## src/rtl/solver_scheduler_if.sv

```systemverilog
// Job-header, limb-beat and result streams between a job source and solver_scheduler.
// The master side offers jobs and limb beats and consumes results; the slave side is the scheduler.
interface solver_scheduler_if #(
  parameter int unsigned LIMB_INDEX_BITS = 6,
  parameter int unsigned ITER_BITS       = 16,
  parameter int unsigned TAG_BITS        = 16,
  parameter int unsigned SEL_BITS        = 2
);
  logic                       job_valid;
  logic                       job_ready;
  logic [TAG_BITS-1:0]        job_tag;
  logic [LIMB_INDEX_BITS-1:0] job_num_limbs;
  logic [ITER_BITS-1:0]       job_iter_lim;
  logic                       limb_valid;
  logic                       limb_ready;
  logic                       res_valid;
  logic                       res_ready;
  logic [TAG_BITS-1:0]        res_tag;
  logic [ITER_BITS-1:0]       res_iter;
  logic [SEL_BITS-1:0]        res_solver;

  modport master (
    output job_valid, job_tag, job_num_limbs, job_iter_lim, limb_valid, res_ready,
    input  job_ready, limb_ready, res_valid, res_tag, res_iter, res_solver
  );

  modport slave (
    input  job_valid, job_tag, job_num_limbs, job_iter_lim, limb_valid, res_ready,
    output job_ready, limb_ready, res_valid, res_tag, res_iter, res_solver
  );
endinterface

```

## src/rtl/solver_scheduler.sv

```systemverilog
// Dispatches point jobs to the lowest idle solver core and returns results round-robin.
// Limb data itself is broadcast elsewhere; this block drives only per-core strobes, config and start.
module solver_scheduler #(
  parameter int unsigned NUM_SOLVERS     = 4,
  parameter int unsigned LIMB_INDEX_BITS = 6,
  parameter int unsigned ITER_BITS       = 16,
  parameter int unsigned TAG_BITS        = 16,
  parameter int unsigned SEL_BITS        = (NUM_SOLVERS > 1) ? $clog2(NUM_SOLVERS) : 1
) (
  input  logic                             clock,
  input  logic                             reset,
  solver_scheduler_if.slave                bus,
  output logic [NUM_SOLVERS-1:0]           slv_wr_real_en,
  output logic [NUM_SOLVERS-1:0]           slv_wr_imag_en,
  output logic [LIMB_INDEX_BITS-1:0]       slv_wr_ind,
  output logic [NUM_SOLVERS-1:0]           slv_wr_num_limbs_en,
  output logic [NUM_SOLVERS-1:0]           slv_wr_iter_lim_en,
  output logic [LIMB_INDEX_BITS-1:0]       slv_num_limbs,
  output logic [ITER_BITS-1:0]             slv_iter_lim,
  output logic [NUM_SOLVERS-1:0]           slv_start,
  input  logic [NUM_SOLVERS-1:0]           slv_out_ready,
  input  logic [NUM_SOLVERS*ITER_BITS-1:0] slv_iter_count
);

  localparam int unsigned LAST_SEL = NUM_SOLVERS - 1;

  typedef enum logic [2:0] {
    S_IDLE,
    S_LOAD_RE,
    S_LOAD_IM,
    S_CONFIG,
    S_START
  } state_t;

  state_t                     state_q, state_d;
  logic [SEL_BITS-1:0]        sel_q;
  logic [LIMB_INDEX_BITS-1:0] num_limbs_q;
  logic [LIMB_INDEX_BITS-1:0] cnt_q;
  logic [ITER_BITS-1:0]       iter_lim_q;
  logic [TAG_BITS-1:0]        tag_q [NUM_SOLVERS];
  logic [NUM_SOLVERS-1:0]     busy_q;
  logic [NUM_SOLVERS-1:0]     armed_q;
  logic [SEL_BITS-1:0]        rr_q;

  logic                       res_valid_q;
  logic [TAG_BITS-1:0]        res_tag_q;
  logic [ITER_BITS-1:0]       res_iter_q;
  logic [SEL_BITS-1:0]        res_solver_q;

  logic                       any_free;
  logic [SEL_BITS-1:0]        free_sel;
  logic [NUM_SOLVERS-1:0]     sel_oh;
  logic                       accept;
  logic                       beat;
  logic                       last_beat;

  logic [NUM_SOLVERS-1:0]     done;
  logic                       cap_any;
  logic                       cap_fire;
  logic [SEL_BITS-1:0]        cap_sel;
  logic [SEL_BITS-1:0]        scan_idx;
  logic [NUM_SOLVERS-1:0]     cap_oh;
  logic [SEL_BITS-1:0]        rr_next;
  logic [ITER_BITS-1:0]       iter_arr [NUM_SOLVERS];

  // Lowest-indexed idle core
  always_comb begin
    any_free = ~&busy_q;
    free_sel = '0;
    for (int k = int'(NUM_SOLVERS) - 1; k >= 0; k--) begin
      if (!busy_q[k]) free_sel = SEL_BITS'(k);
    end
  end

  assign sel_oh    = NUM_SOLVERS'(1) << sel_q;
  assign last_beat = (cnt_q == num_limbs_q - LIMB_INDEX_BITS'(1));

  // Dispatch FSM: next state and per-state strobes
  always_comb begin
    state_d             = state_q;
    accept              = 1'b0;
    beat                = 1'b0;
    bus.job_ready       = 1'b0;
    bus.limb_ready      = 1'b0;
    slv_wr_real_en      = '0;
    slv_wr_imag_en      = '0;
    slv_wr_ind          = '0;
    slv_wr_num_limbs_en = '0;
    slv_wr_iter_lim_en  = '0;
    slv_num_limbs       = '0;
    slv_iter_lim        = '0;
    slv_start           = '0;
    unique case (state_q)
      S_IDLE: begin
        bus.job_ready = any_free;
        if (bus.job_valid && any_free) begin
          accept  = 1'b1;
          state_d = (bus.job_num_limbs == '0) ? S_CONFIG : S_LOAD_RE;
        end
      end
      S_LOAD_RE: begin
        bus.limb_ready = 1'b1;
        slv_wr_ind     = cnt_q;
        beat           = bus.limb_valid;
        slv_wr_real_en = bus.limb_valid ? sel_oh : '0;
        if (beat && last_beat) state_d = S_LOAD_IM;
      end
      S_LOAD_IM: begin
        bus.limb_ready = 1'b1;
        slv_wr_ind     = cnt_q;
        beat           = bus.limb_valid;
        slv_wr_imag_en = bus.limb_valid ? sel_oh : '0;
        if (beat && last_beat) state_d = S_CONFIG;
      end
      // The core samples its limb count on the start cycle, so config lands one cycle earlier.
      S_CONFIG: begin
        slv_wr_num_limbs_en = sel_oh;
        slv_wr_iter_lim_en  = sel_oh;
        slv_num_limbs       = num_limbs_q;
        slv_iter_lim        = iter_lim_q;
        state_d             = S_START;
      end
      S_START: begin
        slv_start = sel_oh;
        state_d   = S_IDLE;
      end
      default: state_d = S_IDLE;
    endcase
  end

  always_ff @(posedge clock or posedge reset) begin
    if (reset) state_q <= S_IDLE;
    else       state_q <= state_d;
  end

  // Latched job header and beat counter
  always_ff @(posedge clock or posedge reset) begin
    if (reset) begin
      sel_q       <= '0;
      num_limbs_q <= '0;
      iter_lim_q  <= '0;
      cnt_q       <= '0;
    end else if (accept) begin
      sel_q       <= free_sel;
      num_limbs_q <= bus.job_num_limbs;
      iter_lim_q  <= bus.job_iter_lim;
      cnt_q       <= '0;
    end else if (beat) begin
      cnt_q <= last_beat ? '0 : cnt_q + LIMB_INDEX_BITS'(1);
    end
  end

  always_ff @(posedge clock or posedge reset) begin
    if (reset) begin
      for (int k = 0; k < int'(NUM_SOLVERS); k++) tag_q[k] <= '0;
    end else if (accept) begin
      tag_q[free_sel] <= bus.job_tag;
    end
  end

  always_comb begin
    for (int k = 0; k < int'(NUM_SOLVERS); k++) begin
      iter_arr[k] = slv_iter_count[k*ITER_BITS +: ITER_BITS];
    end
  end

  // Armed masks a done level left over from the core's previous job until it is restarted.
  always_comb begin
    done     = armed_q & slv_out_ready;
    cap_any  = |done;
    cap_sel  = '0;
    scan_idx = '0;
    for (int off = int'(NUM_SOLVERS) - 1; off >= 0; off--) begin
      scan_idx = SEL_BITS'((int'(rr_q) + off) % int'(NUM_SOLVERS));
      if (done[scan_idx]) cap_sel = scan_idx;
    end
    cap_fire = cap_any && (!res_valid_q || bus.res_ready);
    cap_oh   = cap_fire ? (NUM_SOLVERS'(1) << cap_sel) : '0;
    rr_next  = (cap_sel == SEL_BITS'(LAST_SEL)) ? '0 : cap_sel + SEL_BITS'(1);
  end

  always_ff @(posedge clock or posedge reset) begin
    if (reset) begin
      busy_q  <= '0;
      armed_q <= '0;
    end else begin
      busy_q  <= (busy_q  | slv_start) & ~cap_oh;
      armed_q <= (armed_q | slv_start) & ~cap_oh;
    end
  end

  // Result register; held stable while the consumer stalls
  always_ff @(posedge clock or posedge reset) begin
    if (reset) begin
      res_valid_q  <= 1'b0;
      res_tag_q    <= '0;
      res_iter_q   <= '0;
      res_solver_q <= '0;
      rr_q         <= '0;
    end else if (cap_fire) begin
      res_valid_q  <= 1'b1;
      res_tag_q    <= tag_q[cap_sel];
      res_iter_q   <= iter_arr[cap_sel];
      res_solver_q <= cap_sel;
      rr_q         <= rr_next;
    end else if (bus.res_ready) begin
      res_valid_q  <= 1'b0;
    end
  end

  assign bus.res_valid  = res_valid_q;
  assign bus.res_tag    = res_tag_q;
  assign bus.res_iter   = res_iter_q;
  assign bus.res_solver = res_solver_q;

endmodule

```

## src/flat_wrapper.sv

```systemverilog
// flat-port wrapper written by rule: the top's interface ports become plain ports
module solver_scheduler_flat 
#(
  parameter int unsigned NUM_SOLVERS     = 4,
  parameter int unsigned LIMB_INDEX_BITS = 6,
  parameter int unsigned ITER_BITS       = 16,
  parameter int unsigned TAG_BITS        = 16,
  parameter int unsigned SEL_BITS        = (NUM_SOLVERS > 1) ? $clog2(NUM_SOLVERS) : 1
)
  (clock, reset, slv_wr_real_en, slv_wr_imag_en, slv_wr_ind, slv_wr_num_limbs_en, slv_wr_iter_lim_en, slv_num_limbs, slv_iter_lim, slv_start, slv_out_ready, slv_iter_count, bus_job_valid, bus_job_tag, bus_job_num_limbs, bus_job_iter_lim, bus_limb_valid, bus_res_ready, bus_job_ready, bus_limb_ready, bus_res_valid, bus_res_tag, bus_res_iter, bus_res_solver);
  solver_scheduler_if #(.LIMB_INDEX_BITS(LIMB_INDEX_BITS), .ITER_BITS(ITER_BITS), .TAG_BITS(TAG_BITS), .SEL_BITS(SEL_BITS)) bus_i ();
  input  logic clock;
  input  logic reset;
  output logic [NUM_SOLVERS-1:0] slv_wr_real_en;
  output logic [NUM_SOLVERS-1:0] slv_wr_imag_en;
  output logic [LIMB_INDEX_BITS-1:0] slv_wr_ind;
  output logic [NUM_SOLVERS-1:0] slv_wr_num_limbs_en;
  output logic [NUM_SOLVERS-1:0] slv_wr_iter_lim_en;
  output logic [LIMB_INDEX_BITS-1:0] slv_num_limbs;
  output logic [ITER_BITS-1:0] slv_iter_lim;
  output logic [NUM_SOLVERS-1:0] slv_start;
  input  logic [NUM_SOLVERS-1:0] slv_out_ready;
  input  logic [NUM_SOLVERS*ITER_BITS-1:0] slv_iter_count;
  input wire logic [$bits(bus_i.job_valid)-1:0] bus_job_valid;
  input wire logic [$bits(bus_i.job_tag)-1:0] bus_job_tag;
  input wire logic [$bits(bus_i.job_num_limbs)-1:0] bus_job_num_limbs;
  input wire logic [$bits(bus_i.job_iter_lim)-1:0] bus_job_iter_lim;
  input wire logic [$bits(bus_i.limb_valid)-1:0] bus_limb_valid;
  input wire logic [$bits(bus_i.res_ready)-1:0] bus_res_ready;
  output wire logic [$bits(bus_i.job_ready)-1:0] bus_job_ready;
  output wire logic [$bits(bus_i.limb_ready)-1:0] bus_limb_ready;
  output wire logic [$bits(bus_i.res_valid)-1:0] bus_res_valid;
  output wire logic [$bits(bus_i.res_tag)-1:0] bus_res_tag;
  output wire logic [$bits(bus_i.res_iter)-1:0] bus_res_iter;
  output wire logic [$bits(bus_i.res_solver)-1:0] bus_res_solver;
  assign bus_i.job_valid = bus_job_valid;
  assign bus_i.job_tag = bus_job_tag;
  assign bus_i.job_num_limbs = bus_job_num_limbs;
  assign bus_i.job_iter_lim = bus_job_iter_lim;
  assign bus_i.limb_valid = bus_limb_valid;
  assign bus_i.res_ready = bus_res_ready;
  assign bus_job_ready = bus_i.job_ready;
  assign bus_limb_ready = bus_i.limb_ready;
  assign bus_res_valid = bus_i.res_valid;
  assign bus_res_tag = bus_i.res_tag;
  assign bus_res_iter = bus_i.res_iter;
  assign bus_res_solver = bus_i.res_solver;
  solver_scheduler #(.NUM_SOLVERS(NUM_SOLVERS), .LIMB_INDEX_BITS(LIMB_INDEX_BITS), .ITER_BITS(ITER_BITS), .TAG_BITS(TAG_BITS), .SEL_BITS(SEL_BITS)) u_core (.clock(clock), .reset(reset), .bus(bus_i), .slv_wr_real_en(slv_wr_real_en), .slv_wr_imag_en(slv_wr_imag_en), .slv_wr_ind(slv_wr_ind), .slv_wr_num_limbs_en(slv_wr_num_limbs_en), .slv_wr_iter_lim_en(slv_wr_iter_lim_en), .slv_num_limbs(slv_num_limbs), .slv_iter_lim(slv_iter_lim), .slv_start(slv_start), .slv_out_ready(slv_out_ready), .slv_iter_count(slv_iter_count));
endmodule
```

## config.mk

```make
export PLATFORM = sky130hd
export DESIGN_NAME = solver_scheduler_flat
export DESIGN_NICKNAME = d
export VERILOG_FILES = /design/src/rtl/solver_scheduler_if.sv /design/src/rtl/solver_scheduler.sv /design/src/flat_wrapper.sv
export SDC_FILE = /design/constraint.sdc
export NUM_CORES = 1
export LEC_CHECK = 0
export CORE_ASPECT_RATIO = 1.2
export CORE_MARGIN = 2
export CORE_UTILIZATION = 25
export DETAILED_ROUTE_END_ITERATION = 7
export PLACE_DENSITY_LB_ADDON = 0.08
export SLEW_MARGIN = 5
export SYNTH_ARGS = -nofsm -noshare
export SYNTH_HDL_FRONTEND = slang
export SYNTH_SLANG_ARGS = --single-unit
```

## constraint.sdc

```tcl
create_clock -name clock -period 4.3 [get_ports clock]
set_clock_uncertainty 0.1 [all_clocks]
set_input_delay 0.43 -clock clock [delete_from_list [all_inputs] [get_ports clock]]
set_output_delay 0.43 -clock clock [all_outputs]
set_load 0.1 [all_outputs]
```

# ---- After elaboration in Yosys (flattened, before gate mapping)
# Cells that the tools add are included.
dict set report totals {
  elab_cells 113
  output_inout_bits 85
  reg_bits 142
  input_bits 111
}
dict set report op_classes {
  reduce_logical 15
  mux 50
  magnitude_cmp 7
  n_eq_ne 9
  addsub 6
  shift 2
  n_bitwise 8
}
# operator count
set ops {}
lappend ops {{two-way mux 16 bit} 6}
lappend ops {{binary-select mux 16 bit (select 2 bit)} 2}
lappend ops {{bitwise mux 64 bit} 1}
lappend ops {{demux 16 bit (select 2 bit)} 1}
lappend ops {{two-way mux 6 bit} 5}
lappend ops {{two-way mux 4 bit} 6}
lappend ops {{two-way mux 2 bit} 10}
lappend ops {{AND 4 bit} 3}
lappend ops {{< comparator 2 x 3 -> 1 bit, second input constant} 4}
lappend ops {{case mux 3 bit (4 select lines)} 1}
lappend ops {{two-way mux 1 bit} 11}
lappend ops {{two-way mux 3 bit} 3}
lappend ops {{binary-select mux 1 bit (select 2 bit)} 4}
lappend ops {{OR 4 bit} 2}
lappend ops {{left shift 1 x 2 -> 4 bit, first input constant} 2}
lappend ops {{adder 6 x 1 -> 6 bit, second input constant} 1}
lappend ops {{equality test 3 x 2 -> 1 bit, second input constant} 2}
lappend ops {{equality test 6 bit} 1}
lappend ops {{greater-or-equal comparator 3 bit, second input constant} 2}
lappend ops {{logical NOT 6 bit} 1}
lappend ops {{inequality test 2 x 1 -> 1 bit, second input constant} 3}
lappend ops {{NOT 2 -> 3 bit} 2}
lappend ops {{subtractor 6 x 1 -> 6 bit, second input constant} 1}
lappend ops {{adder 2 x 1 -> 2 bit, second input constant} 2}
lappend ops {{15 further kinds} 21}

# ---- Depth between registers and ports, before layout
dict set report depth {
  word_depth 11
  mapped_depth 8
  mapped_depth_nobuf 7
}

# ---- Worst setup path before layout
# OpenSTA, ideal clock, no wires.
dict set report synth_path {
  path_kind {reg-to-output}
  start {register u_core.state_q[2]}
  end {output port slv_wr_num_limbs_en[0]}
  path_stages_with_launch 6
  required_ns 3.770
  arrival_ns 3.499
  path_buffers 2
  setup_slack_ns 0.271
  path_cell_list {dfrtp_1 -> buf_2 -> nor2b_1 -> nand2_1 -> nor3_1 -> buf_4}
}
dict set report synth_between {
  elab_chain_len 2
}
# item line_no
set synth_rtl {}
lappend synth_rtl {{from (decl)} solver_scheduler.sv:35} ;# state_t state_q, state_d;
lappend synth_rtl {{from (signal assigned)} solver_scheduler.sv:133} ;# else state_q <= state_d;
lappend synth_rtl {{equality test 3 x 2 -> 1 bit} --}
lappend synth_rtl {{two-way mux 4 bit} --}
lappend synth_rtl {{to (decl)} flat_wrapper.sv:17} ;# output logic [NUM_SOLVERS-1:0] slv_wr_num_limbs_en;
# Every way passes these cells.

# ---- Worst setup path in the final report
dict set report layout_path {
  start {register u_core.state_q[1]}
  end {output port bus_limb_ready}
}
dict set report layout_between {
  elab_chain_len 3
  elab_cells_between_ends 4
  cone_classes {eq/ne: 2; mux: 1; reduce/logical: 1}
}
# item line_no
set layout_rtl {}
lappend layout_rtl {{equality test 3 x 1 -> 1 bit or equality test 3 x 2 -> 1 bit (tied branches)} solver_scheduler.sv:93} ;# unique case (state_q)
lappend layout_rtl {{OR reduction 2 bit (no source line) (*)} --}
lappend layout_rtl {{two-way mux 1 bit (*)} solver_scheduler.sv:93}
lappend layout_rtl {{to (decl)} flat_wrapper.sv:31} ;# output wire logic [$bits(bus_i.limb_ready)-1:0] bus_limb_ready;
# Mark *: on every way between the ends. The rest lies on a longest branch, timed or not.

==> report_table.html <==
<table>
<tr><th>Metric</th><th>Value</th></tr>
<tr><th colspan="2">Drt</th></tr>
<tr><td>Iteration-0 DRC Markers</td><td>297</td></tr>
<tr><td>DRT Wirelength</td><td>22200 um</td></tr>
<tr><td>Detailed-route DRC error count</td><td>0</td></tr>
<tr><td>Number of vias after detailed routing</td><td>5865</td></tr>
<tr><td>Wire length per cell</td><td>around 18 um</td></tr>
<tr><td>Antenna-violating nets left</td><td>0</td></tr>
<tr><td>Average vias per placed instance</td><td>4.69</td></tr>
<tr><td>Number of detailed-route iterations in the first pass</td><td>4</td></tr>
<tr><th colspan="2">Synthesis</th></tr>
<tr><td>Count of flip-flops with a built-in enable after synthesis</td><td>0</td></tr>
<tr><td>Fraction of registers with async set/reset</td><td>100%</td></tr>
<tr><td>Synth Register Bits</td><td>142</td></tr>
<tr><td>Distinct cell type count of the synthesized netlist</td><td>54</td></tr>
<tr><td>Synth top area cells</td><td>dfrtp_1, mux2_2, nand2_1</td></tr>
<tr><td>Sequential cell area fraction in the yosys report</td><td>between 40 and 50%</td></tr>
<tr><td>Gate count after technology mapping</td><td>674</td></tr>
<tr><td>Mapped Area</td><td>between 7000 and 8000 um^2</td></tr>
<tr><td>Share of Yosys cell area claimed by the top area cell type</td><td>49.4%</td></tr>
<tr><td>Synthesized netlist net count</td><td>791</td></tr>
<tr><td>Cell type with the largest total area after synthesis</td><td>dfrtp_1</td></tr>
<tr><td>Synth Flop Type</td><td>dfrtp_1</td></tr>
<tr><td>Yosys Warn Count</td><td>0</td></tr>
<tr><td>Mean instance size in the synthesized netlist</td><td>10.7 um^2</td></tr>
<tr><th colspan="2">Floorplanning</th></tr>
<tr><td>Width of the chip</td><td>159 um</td></tr>
<tr><td>Die area</td><td>about 30000 um^2</td></tr>
<tr><td>I/O pin total</td><td>196</td></tr>
<tr><td>Initial standard-cell utilization of the core</td><td>25.2%</td></tr>
<tr><td>Floorplan Core Area</td><td>around 29000 um^2</td></tr>
<tr><td># rows</td><td>68</td></tr>
<tr><td>Die Y-Extent</td><td>190 um</td></tr>
<tr><th colspan="2">Place</th></tr>
<tr><td>Port bufs</td><td>approximately 200</td></tr>
<tr><td>Half-perimeter wire length after detailed placement</td><td>15500 um</td></tr>
<tr><td>Final estimated routing congestion in global placement</td><td>roughly 0.76</td></tr>
<tr><th colspan="2">STA</th></tr>
<tr><td>Number of max-slew violations in the final report</td><td>0</td></tr>
<tr><td>Final-report setup violation count</td><td>0</td></tr>
<tr><td>Crit share post-route</td><td>about 83%</td></tr>
<tr><td>Maximum clock frequency</td><td>280 MHz</td></tr>
<tr><td>Final critical path time including I/O delays and setup</td><td>around 3.6 ns</td></tr>
<tr><td>Measured slew at the worst slew-check pin</td><td>1.04 ns</td></tr>
<tr><td>Setup TNS after final layout</td><td>0 ns</td></tr>
<tr><td>Worst slew slack as a fraction of its limit</td><td>30.1%</td></tr>
<tr><td>RSZ-0062 raised after global routing</td><td>false</td></tr>
<tr><td>Count of endpoints failing hold in the final timing report</td><td>0</td></tr>
<tr><th colspan="2">Setup path</th></tr>
<tr><td>Arrival time at the worst endpoint</td><td>3.04 ns</td></tr>
<tr><td>Critical path launch point type</td><td>flip-flop</td></tr>
<tr><td>Nature of the critical path endpoint</td><td>output pin</td></tr>
<tr><td>Critical path type</td><td>reg -&gt; out</td></tr>
<tr><td>CP max FO</td><td>28</td></tr>
<tr><td>Req. time, crit path</td><td>roughly 3.8 ns</td></tr>
<tr><th colspan="2">Run</th></tr>
<tr><td>Number of max-capacitance violations reported</td><td>0</td></tr>
<tr><th colspan="2">Clocking</th></tr>
<tr><td>Hold buffers post-CTS</td><td>0</td></tr>
<tr><td>H-tree depth reported by CTS</td><td>4</td></tr>
<tr><td>TritonCTS clock tree</td><td>done</td></tr>
<tr><td>Cells resized by post-CTS repair</td><td>0</td></tr>
<tr><td>Sink Count</td><td>around 140</td></tr>
<tr><td>Number of clock buffers inserted by TritonCTS</td><td>17</td></tr>
<tr><td>Post-CTS clock slew at the launch and capture registers of the worst setup and hold paths</td><td>0.06 ns</td></tr>
<tr><td>Setup Buffers After CTS</td><td>0</td></tr>
<tr><td>Clock Tree Buf Depth</td><td>2</td></tr>
<tr><td>Insertion delay to the later sink of the worst-skew pair</td><td>0.41 ns</td></tr>
<tr><td>CTS root buf</td><td>clkbuf_16</td></tr>
<tr><th colspan="2">Global route</th></tr>
<tr><td>M2 GR Usage</td><td>25.8%</td></tr>
<tr><td>Antenna violations before repair</td><td>0</td></tr>
<tr><td>Most congested layer reported by global routing</td><td>met2</td></tr>
<tr><td>Overall routing resource usage</td><td>approximately 15%</td></tr>
<tr><td>Largest net degree at the start of global routing</td><td>81</td></tr>
<tr><td>Overall overflow remaining after global route</td><td>0</td></tr>
<tr><td>Global routing usage on met1</td><td>around 19%</td></tr>
<tr><td>GRT met3 Usage</td><td>3.71%</td></tr>
<tr><td>Wire length of the first global-routing pass</td><td>35300 um</td></tr>
<tr><td>Number of global-route vias before repair</td><td>6203</td></tr>
<tr><th colspan="2">Power</th></tr>
<tr><td>Pwr Density</td><td>just under 800 nW/um^2</td></tr>
<tr><td>Leakage</td><td>4.67 nW</td></tr>
<tr><td>Largest vdd supply drop</td><td>0.483 mV</td></tr>
<tr><th colspan="2">Layout</th></tr>
<tr><td>Final core utilization</td><td>approximately a third</td></tr>
<tr><td># nets final</td><td>a little under 1000</td></tr>
<tr><td>Fraction of layout cells with a size suffix above 1</td><td>20.7%</td></tr>
<tr><td>Area delta synth-&gt;final</td><td>38.6%</td></tr>
<tr><td>N_diodes</td><td>0</td></tr>
<tr><td>Number of fillers in the final layout</td><td>2926</td></tr>
<tr><th colspan="2">Min path</th></tr>
<tr><td>Path type of the worst min-delay path</td><td>reg -&gt; reg</td></tr>
<tr><th colspan="2">Status</th></tr>
<tr><td>Result of the run</td><td>complete, no violations</td></tr>
</table>
critical path: stages (launching register included):
cell and delay [ns]:
dfrtp_1 0.85, xnor2_1 0.18, nor2_1 0.37, clkdlybuf4s50_1 1.22
registers in the layout (all words and copies together), names as in the netlist:
| signal | flops |
|---|---|
| u_core.armed_q | 4 |
| u_core.bus.res_iter | 16 |
| u_core.bus.res_solver | 2 |
| u_core.bus.res_tag | 16 |
| u_core.bus.res_valid | 1 |
| u_core.busy_q | 4 |
| u_core.cnt_q | 6 |
| u_core.iter_lim_q | 16 |
| u_core.num_limbs_q | 6 |
| u_core.rr_q | 2 |
| u_core.sel_q | 2 |
| u_core.state_q | 3 |
| u_core.tag_q | 64 |
metal layers:
layer | part of all wire, % | up-vias
li1 | - | 2763
met1 | 43 | 2951
met2 | 51 | 138
met3 | 4.9 | 13
met4 | 1.1 | 0
met5 | 0 | -
where the power goes:
part / switching (mW) / internal (mW) / total (mW) / leakage, nW
sequential: 0.378 / 1.85 / 2.23 / 1.84
clock: 0.565 / 0.898 / 1.46 / 0.279
combinational: 2.93 / 1.29 / 4.22 / 2.55
total: 3.87 / 4.04 / 7.92 / 4.67
final cells by class:
cell class | count | area (um^2) | area share (%)
Clock buffer | 22 | 474 | 4.76
Sequential cell | 142 | 3550 | 35.6
Tap cell | 385 | 482 | 4.83
Timing Repair Buffer | 208 | 1960 | 19.7
Multi-Input combinational cell | 472 | 3340 | 33.5
Clock inverter | 9 | 110 | 1.10
Inverter | 13 | 52.6 | 0.527
cells in the mapped netlist, types with 2 or more instances:
cell type  number
o221ai_1       18
mux2i_1        36
nand2_2         2
inv_1          11
and3_1         35
buf_6           2
nand3b_1        3
nor4_1          2
and2_1          9
o21ai_1        11
nand4_1         2
nor2_1         32
nand2b_1        2
inv_2           2
mux2_2         53
clkbuf_1       12
nand3_1        23
o2111ai_1       2
nand2_1       121
mux2_1          8
a211oi_1       14
a21oi_1        13
o221a_2        14
o21ai_0        11
nor3_1          8
xor2_1          2
o211ai_1        4
a41oi_1         2
ha_1            6
buf_2          19
xnor2_1         7
mux2_4         10
buf_4          14
dfrtp_1       142
nor2b_1         3
cells by family (layout without fill, tap and decap cells):
family	count (synthesis)	after routing	share of synthesized area, %
simple gates	250	250	16.7
flops	142	142	49.4
mux	107	107	16.6
compound gates	100	100	10.7
buf+inv	60	252	4.40
xor+xnor	9	9	1.10
fa+ha+maj	6	6	1.04
path summary, 6_finish.rpt:
kind	startpoint	to	slack (ns)	cells past startpoint
max	u_core.state_q[1]	bus_limb_ready	0.73	3
max reg2reg	u_core.state_q[1]	u_core.tag_q[22]	1.41	5
min reg2reg	u_core.iter_lim_q[12]	u_core.iter_lim_q[12]	0.37	2
max in group asynchronous	reset	u_core.tag_q[16]	2.73	3
min in group asynchronous	reset	u_core.iter_lim_q[11]	0.45	2
min	u_core.iter_lim_q[12]	u_core.iter_lim_q[12]	0.37	2
cell usage in the layout (no fill, tap or decap), types with 8 or more instances in the layout:
cell type        instances
clkdlybuf4s50_1        151
dfrtp_1                142
nand2_1                120
buf_4                   55
mux2_2                  53
mux2i_1                 36
and3_1                  35
nor2_1                  32
nand3_1                 23
o221ai_1                18
clkbuf_16               17
a211oi_1                14
o221a_2                 14
a21oi_1                 13
o21ai_0                 11
o21ai_1                 11
inv_1                   10
mux2_4                  10
and2_1                   9
nor3_1                   8
mux2_1                   8
stage by stage:
stage               hold slack (ns)  cell area, um^2  setup slack [ns]  power [mW]  cells
floorplan                     0.337             7200             0.271        5.40    674
global placement              0.353             9390              1.25        6.47   1220
detailed placement            0.354             9390              1.17        6.52   1220
CTS                           0.369             9970             0.714        8.03   1251
global route                  0.396             9970             0.547        8.40   1251
finish                        0.369             9970             0.734        7.92   1251
Power figures use the tool's default switching activity.
